--- config.mk ---
export PLATFORM = sky130hd
export DESIGN_NAME = pc_sequencer
export DESIGN_NICKNAME = d
export VERILOG_FILES = /design/src/rtl/pc_seq_pkg.sv /design/src/rtl/pc_sequencer_ras_stack.sv /design/src/rtl/pc_sequencer.sv
export SDC_FILE = /design/constraint.sdc
export NUM_CORES = 1
export LEC_CHECK = 0
export BUFFER_PORTS_ARGS = -buffer_cell sky130_fd_sc_hd__buf_4
export CAP_MARGIN = 20
export CELL_PAD_IN_SITES_DETAIL_PLACEMENT = 0
export CELL_PAD_IN_SITES_GLOBAL_PLACEMENT = 1
export CORE_UTILIZATION = 17
export DETAILED_ROUTE_END_ITERATION = 10
export PLACE_DENSITY_LB_ADDON = 0.12
export SKIP_LAST_GASP = 1
export SYNTH_ARGS = -nofsm -noshare
export SYNTH_HDL_FRONTEND = slang
export SYNTH_SLANG_ARGS = --single-unit
export TNS_END_PERCENT = 10
--- constraint.sdc ---
create_clock -name clk -period 3.8 [get_ports clk]
set_input_delay 0.19 -clock clk [delete_from_list [all_inputs] [get_ports clk]]
set_output_delay 0.19 -clock clk [all_outputs]
set_load 0.02 [all_outputs]
--- src/rtl/pc_seq_pkg.sv ---
// Shared types and defaults for the PC sequencer.
//   pc_state_e        : controller state encoding (IDLE, RUN, HALT)
//   DEFAULT_D         : default program-counter width
//   DEFAULT_RAS_DEPTH : default return-address-stack depth
package pc_seq_pkg;

    localparam int unsigned DEFAULT_D         = 12;
    localparam int unsigned DEFAULT_RAS_DEPTH = 4;

    typedef enum logic [1:0] {
        IDLE = 2'd0,
        RUN  = 2'd1,
        HALT = 2'd2
    } pc_state_e;

endpackage

--- src/rtl/pc_sequencer_ras_stack.sv ---
// Return-address LIFO used by the PC sequencer when PC_SEQ_RAS_EN is defined.
// Ports:
//   clk, reset   : clock, synchronous active-high reset (empties the stack)
//   push, din    : write din on top (ignored when full)
//   pop          : drop top entry (ignored when empty)
//   dout         : current top entry, valid while !empty
//   full, empty  : occupancy flags
module ras_stack
    import pc_seq_pkg::*;
#(
    parameter int unsigned D         = DEFAULT_D,
    parameter int unsigned RAS_DEPTH = DEFAULT_RAS_DEPTH
) (
    input  logic         clk,
    input  logic         reset,
    input  logic         push,
    input  logic         pop,
    input  logic [D-1:0] din,
    output logic [D-1:0] dout,
    output logic         full,
    output logic         empty
);

    localparam int unsigned AW = $clog2(RAS_DEPTH);
    localparam int unsigned CW = AW + 1;

    logic [D-1:0]  mem_q [RAS_DEPTH];
    logic [CW-1:0] cnt_q;
    logic [CW-1:0] top_cnt;
    logic [AW-1:0] top_idx;

    assign top_cnt = cnt_q - CW'(1);
    assign top_idx = top_cnt[AW-1:0];
    assign dout    = mem_q[top_idx];
    assign empty   = (cnt_q == '0);
    assign full    = (cnt_q == CW'(RAS_DEPTH));

    always_ff @(posedge clk) begin
        if (reset) begin
            cnt_q <= '0;
        end else if (push && !full) begin
            cnt_q <= cnt_q + CW'(1);
        end else if (pop && !empty) begin
            cnt_q <= top_cnt;
        end
    end

    // Storage needs no reset; occupancy is tracked by cnt_q alone.
    always_ff @(posedge clk) begin
        if (!reset && push && !full) begin
            mem_q[cnt_q[AW-1:0]] <= din;
        end
    end

endmodule

--- src/rtl/pc_sequencer.sv ---
// Program-counter sequencing controller. Decodes control requests into
// zero-latency commands for an external program counter.
// Optional feature: define PC_SEQ_RAS_EN to add a hardware return-address stack.
// Ports:
//   clk, reset          : clock, synchronous active-high reset
//   start               : leave IDLE
//   stall, halt_req     : hold PC / stop execution (HALT is left only by reset)
//   br_taken            : skip next instruction (branch_en -> PC+2)
//   jmp_req, call_req   : jump / call to jmp_target
//   ret_req             : return from subroutine
//   jmp_target, prog_ctr: destination, current PC fed back
//   branch_en, jump_en  : PC commands (mutually exclusive)
//   target              : load value when jump_en=1
//   done                : high in HALT
//   ras_err             : sticky return-stack overflow/underflow
module pc_sequencer
    import pc_seq_pkg::*;
#(
    parameter int unsigned D         = DEFAULT_D,
    parameter int unsigned RAS_DEPTH = DEFAULT_RAS_DEPTH
) (
    input  logic         clk,
    input  logic         reset,
    input  logic         start,
    input  logic         stall,
    input  logic         halt_req,
    input  logic         br_taken,
    input  logic         jmp_req,
    input  logic         call_req,
    input  logic         ret_req,
    input  logic [D-1:0] jmp_target,
    input  logic [D-1:0] prog_ctr,
    output logic         branch_en,
    output logic         jump_en,
    output logic [D-1:0] target,
    output logic         done,
    output logic         ras_err
);

    if ((RAS_DEPTH < 2) || ((RAS_DEPTH & (RAS_DEPTH - 1)) != 0)) begin : g_bad_depth
        $error("RAS_DEPTH must be a power of two and at least 2");
    end

    pc_state_e state_q, state_d;

`ifdef PC_SEQ_RAS_EN
    logic         push, pop, full, empty, ras_err_q, ras_err_d;
    logic [D-1:0] ret_addr, top_addr;

    assign ret_addr = prog_ctr + D'(1);   // wraps modulo 2^D

    ras_stack #(
        .D         (D),
        .RAS_DEPTH (RAS_DEPTH)
    ) u_ras (
        .clk   (clk),
        .reset (reset),
        .push  (push),
        .pop   (pop),
        .din   (ret_addr),
        .dout  (top_addr),
        .full  (full),
        .empty (empty)
    );

    assign ras_err = ras_err_q;
`else
    assign ras_err = 1'b0;
`endif

    // Default is "hold": reload the current PC.
    always_comb begin
        state_d   = state_q;
        branch_en = 1'b0;
        jump_en   = 1'b1;
        target    = prog_ctr;
`ifdef PC_SEQ_RAS_EN
        push      = 1'b0;
        pop       = 1'b0;
        ras_err_d = ras_err_q;
`endif
        if (!reset) begin
            unique case (state_q)
                IDLE: begin
                    if (start) state_d = RUN;
                end
                RUN: begin
                    if (stall) begin
                        state_d = RUN;   // hold, every request dropped
                    end else if (halt_req) begin
                        state_d = HALT;
                    end else begin
                        jump_en = 1'b0;
                        if (ret_req) begin
`ifdef PC_SEQ_RAS_EN
                            if (!empty) begin
                                pop     = 1'b1;
                                jump_en = 1'b1;
                                target  = top_addr;
                            end else begin
                                ras_err_d = 1'b1;   // underflow: plain increment
                            end
`endif
                        end else if (call_req) begin
                            jump_en = 1'b1;
                            target  = jmp_target;
`ifdef PC_SEQ_RAS_EN
                            if (full) ras_err_d = 1'b1;   // overflow: jump, drop push
                            else      push      = 1'b1;
`endif
                        end else if (jmp_req) begin
                            jump_en = 1'b1;
                            target  = jmp_target;
                        end else if (br_taken) begin
                            branch_en = 1'b1;
                        end
                    end
                end
                HALT: begin
                    state_d = HALT;
                end
                default: begin
                    state_d = IDLE;
                end
            endcase
        end
    end

    always_ff @(posedge clk) begin
        if (reset) begin
            state_q <= IDLE;
        end else begin
            state_q <= state_d;
        end
    end

`ifdef PC_SEQ_RAS_EN
    always_ff @(posedge clk) begin
        if (reset) begin
            ras_err_q <= 1'b0;
        end else begin
            ras_err_q <= ras_err_d;
        end
    end
`endif

    assign done = (state_q == HALT);

endmodule

==> flow_metrics.tcl <==
set metrics [dict create \
    cts_root_buf "clkbuf_4" \
    seq_area_um2 40.04 \
    status "finished, violations left" \
    drive_above_1_share_pct 82.05 \
    drv_cap 0 \
    p_sw_share_pct 26.80 \
    die_y_um 43.86 \
    relSlewSlack_pct 59.52 \
    syn_inst 30 \
    grt_pass1_wl_mm 1.704 \
    multi_input_area_um2 235.2 \
    cts_resized 0 \
    viasPerCell 4.138 \
    timing.fmax_mhz 419.6 \
    end_kind "primary output" \
    clkSinkCount 2 \
    synth_nets 63 \
    period_minus_slack_ps 2383 \
    n_fill_cell 161 \
    insertion_delay_ps 220 \
    seq_area_frac_synth_pct 13.45 \
    worst_ep_arrival_time_ps 2190 \
    area_growth_pct 126.5 \
    drtPass1Iterations 7 \
    top_register "state_q" \
    antenna_found_initial 0 \
    yosys_warnings 0 \
    pwr-share-clk_pct 34.5 \
    final-hold-violation-count 0 \
    start_util_pct 18.89 \
    vias 389 \
    synth_area_um2 297.8 \
    final.period_utilization_pct 62.72 \
    rows 14 \
    leakagePower_nw 0.3391 \
    largest_registers "state_q x2" \
    drt-wirelength-per-cell_um 12.06 \
    final_antenna_net_count 0 \
    rsz0062_at_grt "no" \
    slew_violations 0 \
    largest_reg_flops 2 \
    whs_ps 153.5 \
    crit_fanout 12 \
    seqPwrFrac_pct 18.0 \
    place_congestion 0.7888 \
    clkSlewWorstSetupHoldPaths_ps 30 \
    ir_drop_uv 134.6 \
    drt-total-wl_mm 1.134 \
    fin_skew_ps 1.221 \
    grt_pass1_vias 367 \
    io_pins 49 \
    numCtsBuffers 3 \
    cts_tree "yes" \
    grt_max_degree 13 \
    cts_max_path_buffers 2 \
    cp_data_required_time_ps 3610 \
    drt-initial-drc-count 7 \
    antenna_cells 0 \
    worstHoldPathType "in -> reg" \
    p_switching_w 0.00003507 \
    cts_htree_levels 1 \
    numPortBuffers 47 \
    max_slew.worst_pin.slew_ps 606.6 \
    grt_use_total_pct 12.06 \
    yosysUniqueCellTypes 17 \
    worstSetupPathType "reg -> out" \
    power.density_nw_per_um2 194.1 \
    ctsHoldBuffers 0 \
    internal_power_w 0.00009580 \
    p_total_w 0.0001309 \
    drc_errors 5 \
    violations "design-rule violations" \
    die_w_um 43.86 \
    post-cts-setup-buffers 0 \
    dieArea_um2 1923 \
    avgSynthCellArea_um2 9.926 \
    nNetsFinal 113 \
    setup_violations 0 \
    tns_ps 0 \
    startpoint_type "flip-flop" \
    combPwrFrac_pct 47.5 \
    ys_ff_latch 2 \
    core_um2 1577 \
    grt-ovfl-total 0 \
]
-- power by group through the flow --
stage / registers [W] / clock network, W / logic, W
after global placement: 0.0000237 / 0 / 0.0000630
after floorplan: 0.0000235 / 0 / 0.0000254
after global routing: 0.0000237 / 0.0000504 / 0.0000662
final: 0.0000235 / 0.0000452 / 0.0000622
after detailed placement: 0.0000238 / 0 / 0.0000624
after CTS: 0.0000235 / 0.0000491 / 0.0000626
-- placed cells by master (no fill, tap or decap) --
| master | n |
|---|---|
| buf_4 | 47 |
| mux2_2 | 12 |
| clkbuf_4 | 3 |
| nor2_1 | 2 |
| dfxtp_1 | 2 |
| or4_4 | 1 |
| nor2b_1 | 1 |
| nor3b_4 | 1 |
| or2b_1 | 1 |
| inv_1 | 1 |
| nor4b_1 | 1 |
| o21ai_0 | 1 |
| and4b_1 | 1 |
| a2111oi_0 | 1 |
| nand3b_1 | 1 |
| a21oi_1 | 1 |
| conb_1 | 1 |
-- layout make-up --
class / count / share of cell area [%]
multi-input combinational: 25 / 34.88
tap: 16 / 2.968
sequential: 2 / 5.937
timing repair buffer: 47 / 52.32
clock buffer: 3 / 3.340
inverter: 1 / 0.5566
-- critical path: stages, from the launching register on --
cell,delay (ps)
dfxtp_1,320
or4_4,550
nor3b_4,540
mux2_2,400
buf_4,160
-- metal layers --
metal	vias to the layer above	wire length, um	track usage, %
met5	-	0	0
met4	0	0	7.273
met3	0	130	1.250
met2	21	547	19.10
met1	160	457	15.67
li1	208	-	-
-- final timing paths --
kind / start / endpoint / slack (ps) / cells past startpoint
worst min register to register: state_q[1] / state_q[0] / 500 / 1
worst max register to register: state_q[0] / state_q[0] / 2810 / 2
worst min-delay path: reset / state_q[1] / 150 / 2
worst max-delay path: state_q[1] / target[10] / 1420 / 4
-- cell usage after synthesis --
master     number  area, um2
nand3b_1        1      7.510
buf_6           1      11.26
a21oi_1         1      5.000
o21ai_0         1      5.000
nor3b_4         1      18.77
a2111oi_0       1      8.760
or4_4           1      11.26
and4b_1         1      10.01
nor2b_1         1      6.260
nor4b_1         1      8.760
conb_1          1      3.750
inv_1           1      3.750
nor2_1          2      7.510
buf_4           1      7.510
or2b_1          1      7.510
dfxtp_1         2      40.04
mux2_2         12      135.1
-- cells by family after synthesis --
group / Yosys count / share of synthesized area (%)
and+or+nand+nor: 9 / 26.06
other: 1 / 1.259
muxes: 12 / 45.38
buffers and inverters: 3 / 7.562
AOI/OAI and AO/OA: 3 / 6.300
DFF: 2 / 13.45
-- per-stage QoR --
step	cell area [um2]	util [%]	cells	worst slack, ps
after floorplan	297.8	-	30	1979
after global placement	651.9	41.35	91	1642
after detailed placement	651.9	41.35	91	1668
after CTS	674.4	42.78	94	1421
after global routing	674.4	42.78	94	1346
final	674.4	42.78	94	1417
Power figures use the tool's default switching activity.
